[config.mk]
export PLATFORM = sky130hd
export DESIGN_NAME = ysyx_24070017_ifu
export DESIGN_NICKNAME = d
export VERILOG_FILES = /design/src/rtl/ysyx_24070017_ifu.sv
export SDC_FILE = /design/constraint.sdc
export NUM_CORES = 1
export LEC_CHECK = 0
export BUFFER_PORTS_ARGS = -buffer_cell sky130_fd_sc_hd__buf_4
export CAP_MARGIN = 10
export CELL_PAD_IN_SITES_DETAIL_PLACEMENT = 1
export CELL_PAD_IN_SITES_GLOBAL_PLACEMENT = 1
export CORE_MARGIN = 8
export CORE_UTILIZATION = 29
export CTS_CLUSTER_DIAMETER = 80
export DETAILED_ROUTE_END_ITERATION = 6
export PLACE_DENSITY_LB_ADDON = 0.1
export SYNTH_ARGS = -nofsm -noshare
export SYNTH_HDL_FRONTEND = slang
export SYNTH_SLANG_ARGS = --single-unit
[constraint.sdc]
create_clock -name clk -period 1.91 [get_ports clk]
set_input_delay 0.382 -clock clk [delete_from_list [all_inputs] [get_ports clk]]
set_output_delay 0.382 -clock clk [all_outputs]
set_load 0.02 [all_outputs]
[src/rtl/ysyx_24070017_ifu.sv]
// Instruction fetch unit: REQ -> WAIT -> HOLD with one outstanding read; IFU_TIMEOUT_EN adds a response timeout plus a DROP state.
// Latency >= 3 cycles from request to inst_valid; req_addr holds until req_ready, inst/pc/fault hold until inst_ready.
module ysyx_24070017_ifu #(
  parameter int                     WORD_LENGTH = 32,
  parameter logic [WORD_LENGTH-1:0] RESET_PC    = 32'h80000000,
  parameter int                     TIMEOUT     = 255
) (
  input  logic                   clk,
  input  logic                   rst,
  output logic                   req_valid,
  input  logic                   req_ready,
  output logic [WORD_LENGTH-1:0] req_addr,
  input  logic                   rsp_valid,
  output logic                   rsp_ready,
  input  logic [31:0]            rsp_data,
  input  logic                   rsp_err,
  output logic                   inst_valid,
  input  logic                   inst_ready,
  output logic [31:0]            inst,
  output logic [WORD_LENGTH-1:0] pc,
  output logic                   fault,
  input  logic [WORD_LENGTH-1:0] next_pc
);

  typedef enum logic [1:0] {
    S_REQ  = 2'd0,
    S_WAIT = 2'd1,
    S_HOLD = 2'd2,
    S_DROP = 2'd3
  } state_t;

  state_t state, state_nxt;
  logic   next_misal;
  logic   tmo_hit;
  logic   drop_pend;

  assign next_misal = |next_pc[1:0];
  assign req_addr   = pc;

`ifdef IFU_TIMEOUT_EN
  localparam int CNT_W = $clog2(TIMEOUT + 1);

  logic [CNT_W-1:0] wait_cnt;
  logic             pc_misal;

  assign pc_misal = |pc[1:0];
  // The response wins if it lands in the expiry cycle, so no DROP is needed then.
  assign tmo_hit  = (state == S_WAIT) && !rsp_valid && (wait_cnt == CNT_W'(TIMEOUT - 1));

  always_ff @(posedge clk) begin
    if (rst) begin
      wait_cnt  <= '0;
      drop_pend <= 1'b0;
    end else begin
      if (state == S_REQ)
        wait_cnt <= '0;
      else if (state == S_WAIT)
        wait_cnt <= wait_cnt + CNT_W'(1);
      if (tmo_hit)
        drop_pend <= 1'b1;
      else if (state == S_HOLD && inst_ready)
        drop_pend <= 1'b0;
    end
  end
`else
  localparam int unused_timeout = TIMEOUT;

  assign tmo_hit   = 1'b0;
  assign drop_pend = 1'b0;
`endif

  always_ff @(posedge clk) begin
    if (rst)
      state <= S_REQ;
    else
      state <= state_nxt;
  end

  always_comb begin
    state_nxt = state;
    case (state)
      S_REQ:  if (req_ready) state_nxt = S_WAIT;
      S_WAIT: if (rsp_valid || tmo_hit) state_nxt = S_HOLD;
      // A misaligned target never reaches the bus: it re-enters HOLD as a fault.
      S_HOLD: if (inst_ready) state_nxt = drop_pend ? S_DROP : (next_misal ? S_HOLD : S_REQ);
`ifdef IFU_TIMEOUT_EN
      S_DROP: if (rsp_valid) state_nxt = pc_misal ? S_HOLD : S_REQ;
`endif
      default: state_nxt = S_REQ;
    endcase
  end

  always_comb begin
    req_valid  = !rst && (state == S_REQ);
    rsp_ready  = !rst && ((state == S_WAIT) || (state == S_DROP));
    inst_valid = !rst && (state == S_HOLD);
  end

  always_ff @(posedge clk) begin
    if (rst) begin
      pc    <= RESET_PC;
      inst  <= 32'h0;
      fault <= 1'b0;
    end else begin
      case (state)
        S_WAIT: begin
          if (rsp_valid) begin
            inst  <= rsp_err ? 32'h0 : rsp_data;
            fault <= rsp_err;
          end else if (tmo_hit) begin
            inst  <= 32'h0;
            fault <= 1'b1;
          end
        end
        S_HOLD: begin
          if (inst_ready) begin
            pc <= next_pc;
            if (next_misal) begin
              inst  <= 32'h0;
              fault <= 1'b1;
            end
          end
        end
`ifdef IFU_TIMEOUT_EN
        S_DROP: begin
          if (rsp_valid && pc_misal) begin
            inst  <= 32'h0;
            fault <= 1'b1;
          end
        end
`endif
        default: ;
      endcase
    end
  end

endmodule

==> key figures <==
Critical path
  • WP data arrival: 1.25 ns
  • Largest fanout on the critical path: 8
  • Setup CP Type: flip-flop to primary output
  • RR Endpoint: inst[10]$_SDFFE_PP0P_
  • R2R depth: 4
  • Critical Path Start Type: flip-flop
  • Required time worst endpoint: roughly 1.5 ns
  • Beginning of the worst register-to-register path: state[1]$_SDFFE_PP0P_
  • CP endpoint kind: primary output
  • Reg2Reg Setup Slack: just over 0.4 ns
  • CP Launch Point: state[1]$_SDFFE_PP0P_

Layout
  • Diodes inserted: 0
  • Synth-to-layout area growth: 52.6%
  • Share of cells above drive strength 1: 47.5%
  • Final cell utilization of the core: ~45%
  • Nets: 471
  • Filler Cell Count: roughly 1000

CTS
  • Post_cts resized: 0
  • Clk sinks: 67
  • CTS root buf: clkbuf_8
  • Setup repair bufs after CTS: 0
  • Clk pin slew, worst setup/hold paths: approximately 0.07 ns
  • CTS H-tree depth: 3
  • CTS Buf Count: 9
  • Clock latency on the worst-skew pair: approximately 0.33 ns
  • Clk buf depth: 2
  • CTS tree: yes
  • Hold-fix buffers, CTS: 0

STA
  • Final Hold Fails: 0
  • Final setup fails: 0
  • Slew Limit Fails: 0
  • Peak Freq: slightly above 0.6 GHz
  • Clk_skew: 0.00789 ns
  • Max_slew headroom: between 60% and 70%
  • Post-route worst setup slack: ~0.28 ns
  • RSZ-0062 raised after global routing: false
  • Worst slew pin tran: between 0.4 and 0.5 ns
  • Minimum clock period: 1.63 ns
  • Final setup TNS: 0 ns
  • Fin crit share: around 85%

Worst hold path
  • Critical hold path startpoint: rsp_data[3]
  • Worst min path class: primary input to flip-flop
  • WHS Path Cells: 2
  • Hold EP: inst[3]$_SDFFE_PP0P_

Route
  • Total Routed Length: around 7900 um
  • 1st-iter DRT viols: between 70 and 80
  • Routed vias: about 2300
  • Post-route DRC: 0
  • Wire per inst: approximately 15 um
  • First drt pass iteration count: 4
  • Routed vias/inst: 4.42
  • ANT nets after route: 0

Floorplanning
  • Core region area: between 8000 and 9000 um2
  • Die X: about 110 um
  • Die area: 11900 um2
  • Top Ports: 170
  • Die Span Y: roughly 110 um
  • Starting density of the core: between 20% and 30%
  • Site row count: 34

Pwr
  • Int Pwr: roughly 2.2 mW
  • Leakage: 1.77 nW
  • Combinational share of power: a little under an eighth
  • NetSw: a little under 0.7 mW
  • Peak VDD IR: about 250 uV
  • Clk pwr share: a little under two fifths
  • PD cells: around 760 nW/um2
  • Seq pwr share: 49.9%
  • Switching part of the total: about a quarter

Synth
  • Syn nets: approximately 330
  • Sequential-to-total area share from yosys stat: 53.6%
  • Synth cell types: 20
  • Instance count of the mapped netlist: roughly 260
  • Mean Syn Cell Area: between 9 and 10 um2
  • Seq cells post-synth: 67
  • Synth Warn #: 0
  • Synth Cell Area: between 2000 and 3000 um2

Placed design
  • Routability cong.: 0.663
  • Port bufs: about 170
  • Place WS: roughly 0.38 ns
  • Dpl hpwl: about 6000 um

GRT
  • All-Layer GR Usage: between 10% and 20%
  • Largest net degree at the start of global routing: between 40 and 50
  • Initial antenna violation count: 0
  • First-pass GRT wire length: around 12000 um
  • Vias in the first global route: between 2000 and 2500
  • Global route overflow: 0

Job
  • Max-Cap Viols: 0

Outcome
  • Outcome: completed
-- layout by cell type, fill, tap and decap left out, types with 2 or more instances in the layout --
master / n
nor2_1: 2
clkinv_2: 2
buf_4: 174
nand3b_1: 2
a22o_1: 32
a21oi_1: 32
dfxtp_1: 67
clkbuf_8: 10
nand2_1: 65
and3b_1: 2
nor3_1: 4
-- stage by stage --
stage               power [mW]  hold WS (ns)  cell area [um2]  instances
finish                    2.91         0.259             3820        512
global route              3.05         0.241             3820        512
CTS                       2.97         0.235             3820        512
detailed placement        1.84         0.466             3640        498
global placement          1.83         0.458             3640        498
floorplan                 1.64         0.506             2500        264
-- cells by family (layout without fill, tap and decap cells) --
| group | Yosys count | after routing | synth area share, % |
|---|---|---|---|
| AO/OA/AOI/OAI | 67 | 67 | 19.1 |
| buffers and inverters | 50 | 190 | 13.5 |
| flip-flops | 67 | 67 | 53.6 |
| multiplexers | 1 | 1 | 0.400 |
| AND/OR/NAND/NOR | 79 | 79 | 13.4 |
-- power by group through the flow --
| stage | clock network (mW) | logic (mW) | registers [mW] |
|---|---|---|---|
| after CTS | 1.16 | 0.352 | 1.45 |
| after detailed placement | 0 | 0.352 | 1.49 |
| final | 1.11 | 0.344 | 1.45 |
| after global placement | 0 | 0.350 | 1.48 |
| after floorplan | 0 | 0.127 | 1.52 |
| after global routing | 1.22 | 0.373 | 1.46 |
-- metal layers --
| layer | GRT usage [%] | wire length [um] |
|---|---|---|
| met1 | 15.4 | 3280 |
| met2 | 19.7 | 3660 |
| met3 | 6.62 | 937 |
| met4 | 4.99 | 50 |
| met5 | 0 | 0 |
-- worst max-delay path by stage --
stage                                 end  cells past startpoint
detailed placement   inst[5]$_SDFFE_PP0P_                      5
finish                         inst_valid                      3
CTS                            inst_valid                      3
floorplan                       req_valid                      2
global placement    inst[21]$_SDFFE_PP0P_                      5
global route                   inst_valid                      3
-- cell type report --
| type | instances | area (um2) | area share [%] |
|---|---|---|---|
| Tap cell | 108 | 135 | 3.54 |
| Inverter | 1 | 3.75 | 0.0983 |
| Clock inverter | 3 | 40.0 | 1.05 |
| Multi-Input combinational cell | 147 | 832 | 21.8 |
| Timing Repair Buffer | 175 | 1330 | 34.7 |
| Sequential cell | 67 | 1340 | 35.1 |
| Clock buffer | 11 | 141 | 3.70 |
-- sequential cells by signal, indices dropped and copies added (netlist names) --
signal / flops
state: 2
pc: 32
fault: 1
inst: 32
-- Yosys cell counts --
cell type / n / area share (%)
a22o_1: 32 / 11
a211oi_4: 1 / 0.80
nor2_1: 2 / 0.30
a211oi_1: 1 / 0.30
dfxtp_1: 67 / 54
buf_6: 4 / 1.8
or2_2: 1 / 0.25
nand2_1: 65 / 9.7
and3b_1: 2 / 0.70
a21oi_1: 32 / 6.4
nor4_2: 1 / 0.50
nor2b_1: 1 / 0.25
nand2b_1: 1 / 0.25
inv_1: 1 / 0.15
nand3b_1: 2 / 0.60
o21ba_2: 1 / 0.40
mux2i_1: 1 / 0.40
buf_4: 32 / 9.6
nor3_1: 4 / 0.80
clkbuf_1: 13 / 2.0
-- worst max-delay path, stage by stage (launching register included) --
cell	delay [ns]
dfxtp_1	0.51
nand2b_1	0.14
nor2_1	0.12
buf_4	0.16
Note: power is estimated with default switching activity, not from simulation.
